## config.mk

```make
export PLATFORM = sky130hd
export DESIGN_NAME = imm_gen_pipe
export DESIGN_NICKNAME = d
export VERILOG_FILES = /design/src/rtl/imm_pkg.sv /design/src/rtl/imm_gen_core.sv /design/src/rtl/imm_gen_pipe.sv
export SDC_FILE = /design/constraint.sdc
export NUM_CORES = 1
export LEC_CHECK = 0
export CELL_PAD_IN_SITES_DETAIL_PLACEMENT = 1
export CELL_PAD_IN_SITES_GLOBAL_PLACEMENT = 2
export CORE_MARGIN = 3
export CORE_UTILIZATION = 31
export CTS_CLUSTER_DIAMETER = 40
export DETAILED_ROUTE_END_ITERATION = 10
export GPL_TIMING_DRIVEN = 1
export PLACE_DENSITY = 0.77
export SYNTH_ARGS = -nofsm -noshare
export SYNTH_HDL_FRONTEND = slang
export SYNTH_SLANG_ARGS = --single-unit
```

## constraint.sdc

```tcl
create_clock -name clk -period 2.45 [get_ports clk]
set_input_delay 0.49 -clock clk [delete_from_list [all_inputs] [get_ports clk]]
set_output_delay 0.49 -clock clk [all_outputs]
set_load 0.05 [all_outputs]
```

## src/rtl/imm_pkg.sv

```systemverilog
// Immediate-generator shared types and constants.
//   imm_type_e  : format select encoding on in_imm_type
//   OP_*        : RV32I/RV64I major opcodes recognised by AUTO decode
//   auto_decode : maps an opcode to {known, format}
// The per-entry payload struct depends on XLEN/TAG_W of the instantiating
// module, so it is declared there rather than here.
package imm_pkg;

    localparam int unsigned INST_W = 32;
    localparam int unsigned OPC_W  = 7;
    localparam int unsigned TYPE_W = 3;

    typedef enum logic [TYPE_W-1:0] {
        IMM_I    = 3'd0,
        IMM_S    = 3'd1,
        IMM_B    = 3'd2,
        IMM_U    = 3'd3,
        IMM_J    = 3'd4,
        IMM_AUTO = 3'd7
    } imm_type_e;

    localparam logic [OPC_W-1:0] OP_IMM    = 7'b0010011;
    localparam logic [OPC_W-1:0] OP_LOAD   = 7'b0000011;
    localparam logic [OPC_W-1:0] OP_JALR   = 7'b1100111;
    localparam logic [OPC_W-1:0] OP_STORE  = 7'b0100011;
    localparam logic [OPC_W-1:0] OP_BRANCH = 7'b1100011;
    localparam logic [OPC_W-1:0] OP_LUI    = 7'b0110111;
    localparam logic [OPC_W-1:0] OP_AUIPC  = 7'b0010111;
    localparam logic [OPC_W-1:0] OP_JAL    = 7'b1101111;

    // Returns {known, format}; unknown opcodes return IMM_AUTO as format.
    function automatic logic [TYPE_W:0] auto_decode(input logic [OPC_W-1:0] opc);
        logic [TYPE_W:0] r;
        case (opc)
            OP_IMM, OP_LOAD, OP_JALR: r = {1'b1, IMM_I};
            OP_STORE:                 r = {1'b1, IMM_S};
            OP_BRANCH:                r = {1'b1, IMM_B};
            OP_LUI, OP_AUIPC:         r = {1'b1, IMM_U};
            OP_JAL:                   r = {1'b1, IMM_J};
            default:                  r = {1'b0, IMM_AUTO};
        endcase
        return r;
    endfunction

endpackage

```

## src/rtl/imm_gen_core.sv

```systemverilog
// Combinational immediate generator with AUTO opcode decode.
//   inst      : 32-bit instruction word
//   imm_type  : format select (I/S/B/U/J/AUTO, 5 and 6 reserved)
//   imm_c     : immediate sign-extended to XLEN (zero when illegal)
//   illegal_c : reserved format or unrecognised opcode under AUTO
module imm_gen_core
    import imm_pkg::*;
#(
    parameter int unsigned XLEN = 32
) (
    input  logic [INST_W-1:0] inst,
    input  logic [TYPE_W-1:0] imm_type,
    output logic [XLEN-1:0]   imm_c,
    output logic              illegal_c
);

    logic [TYPE_W-1:0] fmt;
    logic [TYPE_W:0]   dec;
    logic [31:0]       raw;

    always_comb begin
        fmt       = imm_type;
        dec       = auto_decode(inst[OPC_W-1:0]);
        raw       = '0;
        imm_c     = '0;
        illegal_c = 1'b0;

        if (imm_type == IMM_AUTO) begin
            fmt = dec[TYPE_W-1:0];
        end

        // Each format is first built as a sign-extended 32-bit value;
        // the final widening to XLEN extends from bit 31 (RV64 U rule).
        case (fmt)
            IMM_I:   raw = {{20{inst[31]}}, inst[31:20]};
            IMM_S:   raw = {{20{inst[31]}}, inst[31:25], inst[11:7]};
            IMM_B:   raw = {{19{inst[31]}}, inst[31], inst[7], inst[30:25], inst[11:8], 1'b0};
            IMM_U:   raw = {inst[31:12], 12'b0};
            IMM_J:   raw = {{11{inst[31]}}, inst[31], inst[19:12], inst[20], inst[30:21], 1'b0};
            default: illegal_c = 1'b1;
        endcase

        if (!illegal_c) begin
            imm_c = XLEN'($signed(raw));
        end
    end

endmodule

```

## src/rtl/imm_gen_pipe.sv

```systemverilog
// Registered, valid/ready immediate generator with a 2-entry skid buffer.
//   clk, rst_n          : clock, async active-low reset
//   in_val/in_rdy       : request handshake; in_inst, in_imm_type, in_tag
//   out_val/out_rdy     : response handshake; out_imm, out_tag, out_illegal
//   illegal_cnt         : saturating count of accepted illegal requests
// Entry M drives the outputs, entry K catches one request under backpressure.
module imm_gen_pipe
    import imm_pkg::*;
#(
    parameter int unsigned XLEN  = 32,
    parameter int unsigned TAG_W = 8,
    parameter int unsigned CNT_W = 16
) (
    input  logic              clk,
    input  logic              rst_n,
    input  logic              in_val,
    output logic              in_rdy,
    input  logic [31:0]       in_inst,
    input  logic [2:0]        in_imm_type,
    input  logic [TAG_W-1:0]  in_tag,
    output logic              out_val,
    input  logic              out_rdy,
    output logic [XLEN-1:0]   out_imm,
    output logic [TAG_W-1:0]  out_tag,
    output logic              out_illegal,
    output logic [CNT_W-1:0]  illegal_cnt
);

    typedef struct packed {
        logic [XLEN-1:0]  imm;
        logic [TAG_W-1:0] tag;
        logic             illegal;
    } entry_t;

    entry_t            m_q, m_d, k_q, k_d, new_c;
    logic              m_vld_q, m_vld_d, k_vld_q, k_vld_d;
    logic [CNT_W-1:0]  cnt_q, cnt_d;
    logic              acc_c, drain_c;
    logic [XLEN-1:0]   imm_c;
    logic              illegal_c;

    // Immediate is computed at the input and stored with the request.
    imm_gen_core #(
        .XLEN(XLEN)
    ) u_core (
        .inst      (in_inst),
        .imm_type  (in_imm_type),
        .imm_c     (imm_c),
        .illegal_c (illegal_c)
    );

    assign new_c   = '{imm: imm_c, tag: in_tag, illegal: illegal_c};
    assign acc_c   = in_val && !k_vld_q;
    assign drain_c = m_vld_q && out_rdy;

    // Next-state for the two entries and the illegal counter.
    always_comb begin
        m_d     = m_q;
        k_d     = k_q;
        m_vld_d = m_vld_q;
        k_vld_d = k_vld_q;
        cnt_d   = cnt_q;

        if (!m_vld_q) begin
            if (acc_c) begin
                m_d     = new_c;
                m_vld_d = 1'b1;
            end
        end else if (drain_c) begin
            if (k_vld_q) begin
                // in_rdy is low here, so no accept can race the refill.
                m_d     = k_q;
                k_vld_d = 1'b0;
            end else if (acc_c) begin
                m_d = new_c;
            end else begin
                m_vld_d = 1'b0;
            end
        end else if (acc_c) begin
            k_d     = new_c;
            k_vld_d = 1'b1;
        end

        if (acc_c && illegal_c && (cnt_q != {CNT_W{1'b1}})) begin
            cnt_d = cnt_q + CNT_W'(1);
        end
    end

    // State registers.
    always_ff @(posedge clk or negedge rst_n) begin
        if (!rst_n) begin
            m_q     <= '0;
            k_q     <= '0;
            m_vld_q <= 1'b0;
            k_vld_q <= 1'b0;
            cnt_q   <= '0;
        end else begin
            m_q     <= m_d;
            k_q     <= k_d;
            m_vld_q <= m_vld_d;
            k_vld_q <= k_vld_d;
            cnt_q   <= cnt_d;
        end
    end

    assign in_rdy      = !k_vld_q;
    assign out_val     = m_vld_q;
    assign out_imm     = m_q.imm;
    assign out_tag     = m_q.tag;
    assign out_illegal = m_q.illegal;
    assign illegal_cnt = cnt_q;

endmodule

```

==> results of run 1 <==
==> logic make-up after synthesis <==
logic type,count (synthesis),synth area share [%]
compound gates,140,20.2
xor+xnor,15,2.73
fa+ha+maj,2,0.468
buf+inv,39,3.46
flops,100,52.1
mux,2,0.468
simple gates,214,20.6
==> final cells by class <==
type                            count  area share, %
Sequential cell                   100           36.5
Multi-Input combinational cell    373           32.5
Timing Repair Buffer              163           22.7
Tap cell                          184           3.36
Clock buffer                        9           3.29
Clock inverter                      7           1.04
Inverter                           11          0.602
==> metrics by stage <==
step / hold WS, ns / utilization [%] / power (mW) / cells
2_1_floorplan: 0.194 / - / 5.66 / 512
3_3_place_gp: 0.382 / 43.1 / 7.20 / 826
3_5_place_dp: 0.388 / 43.1 / 7.35 / 826
4_1_cts: 0.485 / 45.3 / 8.82 / 843
5_1_grt: 0.497 / 46.1 / 9.37 / 847
6_report: 0.483 / 46.1 / 8.80 / 847
==> report_power, final <==
| group | switching [mW] | internal [mW] |
|---|---|---|
| Sequential | 0.511 | 2.38 |
| Combinational | 2.84 | 1.64 |
| Clock | 0.712 | 0.718 |
==> layer usage <==
layer  vias to the layer above  GRT usage, %  routed length, µm
met1                      2347          25.2               7060
met3                        14          5.77                979
met4                         0          3.87                175
li1                       2154             -                  -
met2                       116          33.9               8240
met5                         -             0                  0
==> registers in the layout, indices dropped and copies added, names as in the netlist <==
name         count
out_tag          8
out_imm         32
k_vld_q          1
k_q             41
out_val          1
illegal_cnt     16
out_illegal      1
==> worst max-delay path, delay by kind of cell <==
kind | cells | cell delay (ns)
xor+xnor | 1 | 0.14
simple gates | 2 | 0.34
compound gates | 3 | 0.56
buf+inv | 4 | 1.07
==> Yosys cell counts (2+ instances only) <==
master / instances / share of area, %
o311ai_1: 7 / 1.3
clkbuf_1: 19 / 1.5
nand2b_1: 12 / 1.6
mux2_2: 2 / 0.47
xnor2_1: 14 / 2.6
nand2_1: 84 / 6.6
buf_1: 2 / 0.16
nor2_1: 42 / 3.3
nand3_1: 32 / 3.3
and3_1: 4 / 0.52
a31oi_1: 8 / 1.0
nand4_1: 8 / 1.0
and2_1: 2 / 0.26
a22o_1: 6 / 1.1
o22ai_1: 41 / 5.3
nor3b_1: 2 / 0.31
buf_4: 2 / 0.31
a32oi_1: 8 / 1.5
o21ai_0: 6 / 0.62
a21oi_1: 37 / 3.9
o211ai_1: 11 / 1.7
nor3_1: 17 / 1.8
buf_2: 4 / 0.42
nor2b_1: 4 / 0.52
dfrtp_1: 100 / 52
inv_1: 10 / 0.78
==> repair_timing <==
item	CTS	global route
setup buffers	0	2
hold buffers	1	0
pin swaps	0	6
endpoints found under the setup margin	54	69
cloned	0	2
endpoints found under the hold margin	7	0
resized for setup	7	27
==> placed cells by master, fill, tap and decap left out, types with 4 or more instances in the layout <==
cell	count
and3_1	4
nor2_1	40
nand2b_1	11
clkbuf_16	9
o21ai_0	5
o311ai_1	7
nand4_1	8
inv_1	10
a32oi_1	8
a21oi_1	34
xnor2_1	14
o22ai_1	41
nand2_1	82
dfrtp_1	98
nor3_1	12
clkdlybuf4s50_1	96
o211ai_1	11
dlymetal6s2s_1	6
a31oi_1	8
buf_4	48
nand3_1	31
buf_6	6
a22o_1	6
==> worst min path at each step <==
| stage | cells past startpoint | slack, ns | endpoint |
|---|---|---|---|
| finish | 2 | 0.48 | k_q[0] |
| CTS | 2 | 0.49 | k_q[3] |
| global route | 2 | 0.50 | k_q[6] |
| global placement | 1 | 0.38 | out_imm[17] |
| detailed placement | 1 | 0.39 | out_imm[17] |
| floorplan | 0 | 0.19 | illegal_cnt[0] |
==> results.sh, run 1 <==
export IMPL_status="finished, final reports clean"
export IMPL_via_per_inst=5.47
export IMPL_synth_cell_type_count=54
export IMPL_cp_end_kind="flip-flop"
export IMPL_worstReg2RegEnd="illegal_cnt[9]"
export IMPL_syn2layout_area_growth_pct=42.6
export IMPL_nNetsFinal=706
export IMPL_die_h_um=131
export IMPL_ys_warn_count=0
export IMPL_fill_cells=1690
export IMPL_drive_above_1_share_pct=16.0
export IMPL_regArea_um2=2500
export IMPL_critPathCapture="illegal_cnt[9]"
export IMPL_cp_required_ns=2.69
export IMPL_drt_pass1_iter_count=5
export IMPL_synth_seq_area_share_pct=52.1
export IMPL_slowest_delay_ns=0.52
export IMPL_vias=4631
export IMPL_diodes=0
export IMPL_htreeDepth=3
export IMPL_placementRows=44
export IMPL_die_area_um2=17000
export IMPL_drv_cap=0
export IMPL_power_leakage_nw=2.90
export IMPL_finalHoldViolCount=0
export IMPL_cp_common_cell="buf_4"
export IMPL_path_cells="clkdlybuf4s50_1 > nand4bb_1 > a21oi_1 > buf_4 > a221oi_4 > buf_4 > a2111oi_2 > buf_4 > nand4_1 > xnor2_1"
export IMPL_ioPinCount=106
export IMPL_slew_limit_headroom_pct=50.4
export IMPL_cts_tree="built"
export IMPL_fin_tns_setup_ns=0
export IMPL_syn_area_um2=4810
export IMPL_period_share_pct=97.0
export IMPL_clk_pin_slew_ns=0.07
export IMPL_synthFlopType="dfrtp_1"
export IMPL_clock_latency_ns=0.36
export IMPL_r2r_slack_ns=0.12
export IMPL_max_freq_ghz=0.421
export IMPL_critPathLaunch="in_inst[2]"
export IMPL_start_util_pct=32.3
export IMPL_drt_iter0_drc=206
export IMPL_grtUsageTotal_pct=19.8
export IMPL_grt_pass1_wl_um=26400
export IMPL_slowest_stage="clkdlybuf4s50_1"
export IMPL_slew_viol_final=0
export IMPL_grt_pass1_vias=4969
export IMPL_core_um2=14900
export IMPL_finalClockSkew_ns=0.00715
export IMPL_synth_edf_count=0
export IMPL_wl_per_cell_um=19.4
export IMPL_dp_hpwl_um=11500
export IMPL_grt_overflow=0
export IMPL_numClockSinks=100
export IMPL_start_kind="input port"
export IMPL_routed_wl_um=16400
export IMPL_gp_congestion=0.810
export IMPL_hold_class="flip-flop to flip-flop"
export IMPL_multi_input_area_um2=2230
export IMPL_fin_crit_ns=2.38
export IMPL_pre_cts_slack_ns=-0.451
export IMPL_reg2reg_depth=8
export IMPL_place_area_um2=6410
export IMPL_cts_buffers=9
export IMPL_setup_viol=0
export IMPL_power_density_nw_per_um2=1280
export IMPL_fin_area_um2=6860
export IMPL_layout_setup_ws_ns=0.0736
export IMPL_syn_nets=560
export IMPL_synth_avg_cell_area_um2=9.39
export IMPL_grt_antenna_before_repair=0
export IMPL_clock_path_buffers=2
export IMPL_synthArstFlopShare_pct=100
export IMPL_path_class="input port to flip-flop"
export IMPL_syn_instance_count=512
export IMPL_die_w_um=131
export IMPL_ys_ff_latch=100
export IMPL_tightest_slew_ns=0.739
export IMPL_cp_max_fo=8
export IMPL_numPortBuffers=105
export IMPL_irDropWorstVdd_uv=430
export IMPL_holdCritStartpoint="k_q[0]"
export IMPL_ant_nets=0
export IMPL_arrival_ns=2.62
export IMPL_post_route_drc_count=0
export IMPL_grt_start_max_net_pins=74
export IMPL_cts_root_buf="clkbuf_16"
export IMPL_reg2reg_from="illegal_cnt[0]"
No activity file was read; power rests on OpenSTA's default activity.
==> inputs of run 2 (changes only) <==
- GPL_ROUTABILITY_DRIVEN: default -> 1
- HOLD_SLACK_MARGIN: default -> 0.1
==> results of run 2 <==
Final layout, timing and power as in run 1 (identical DEF).
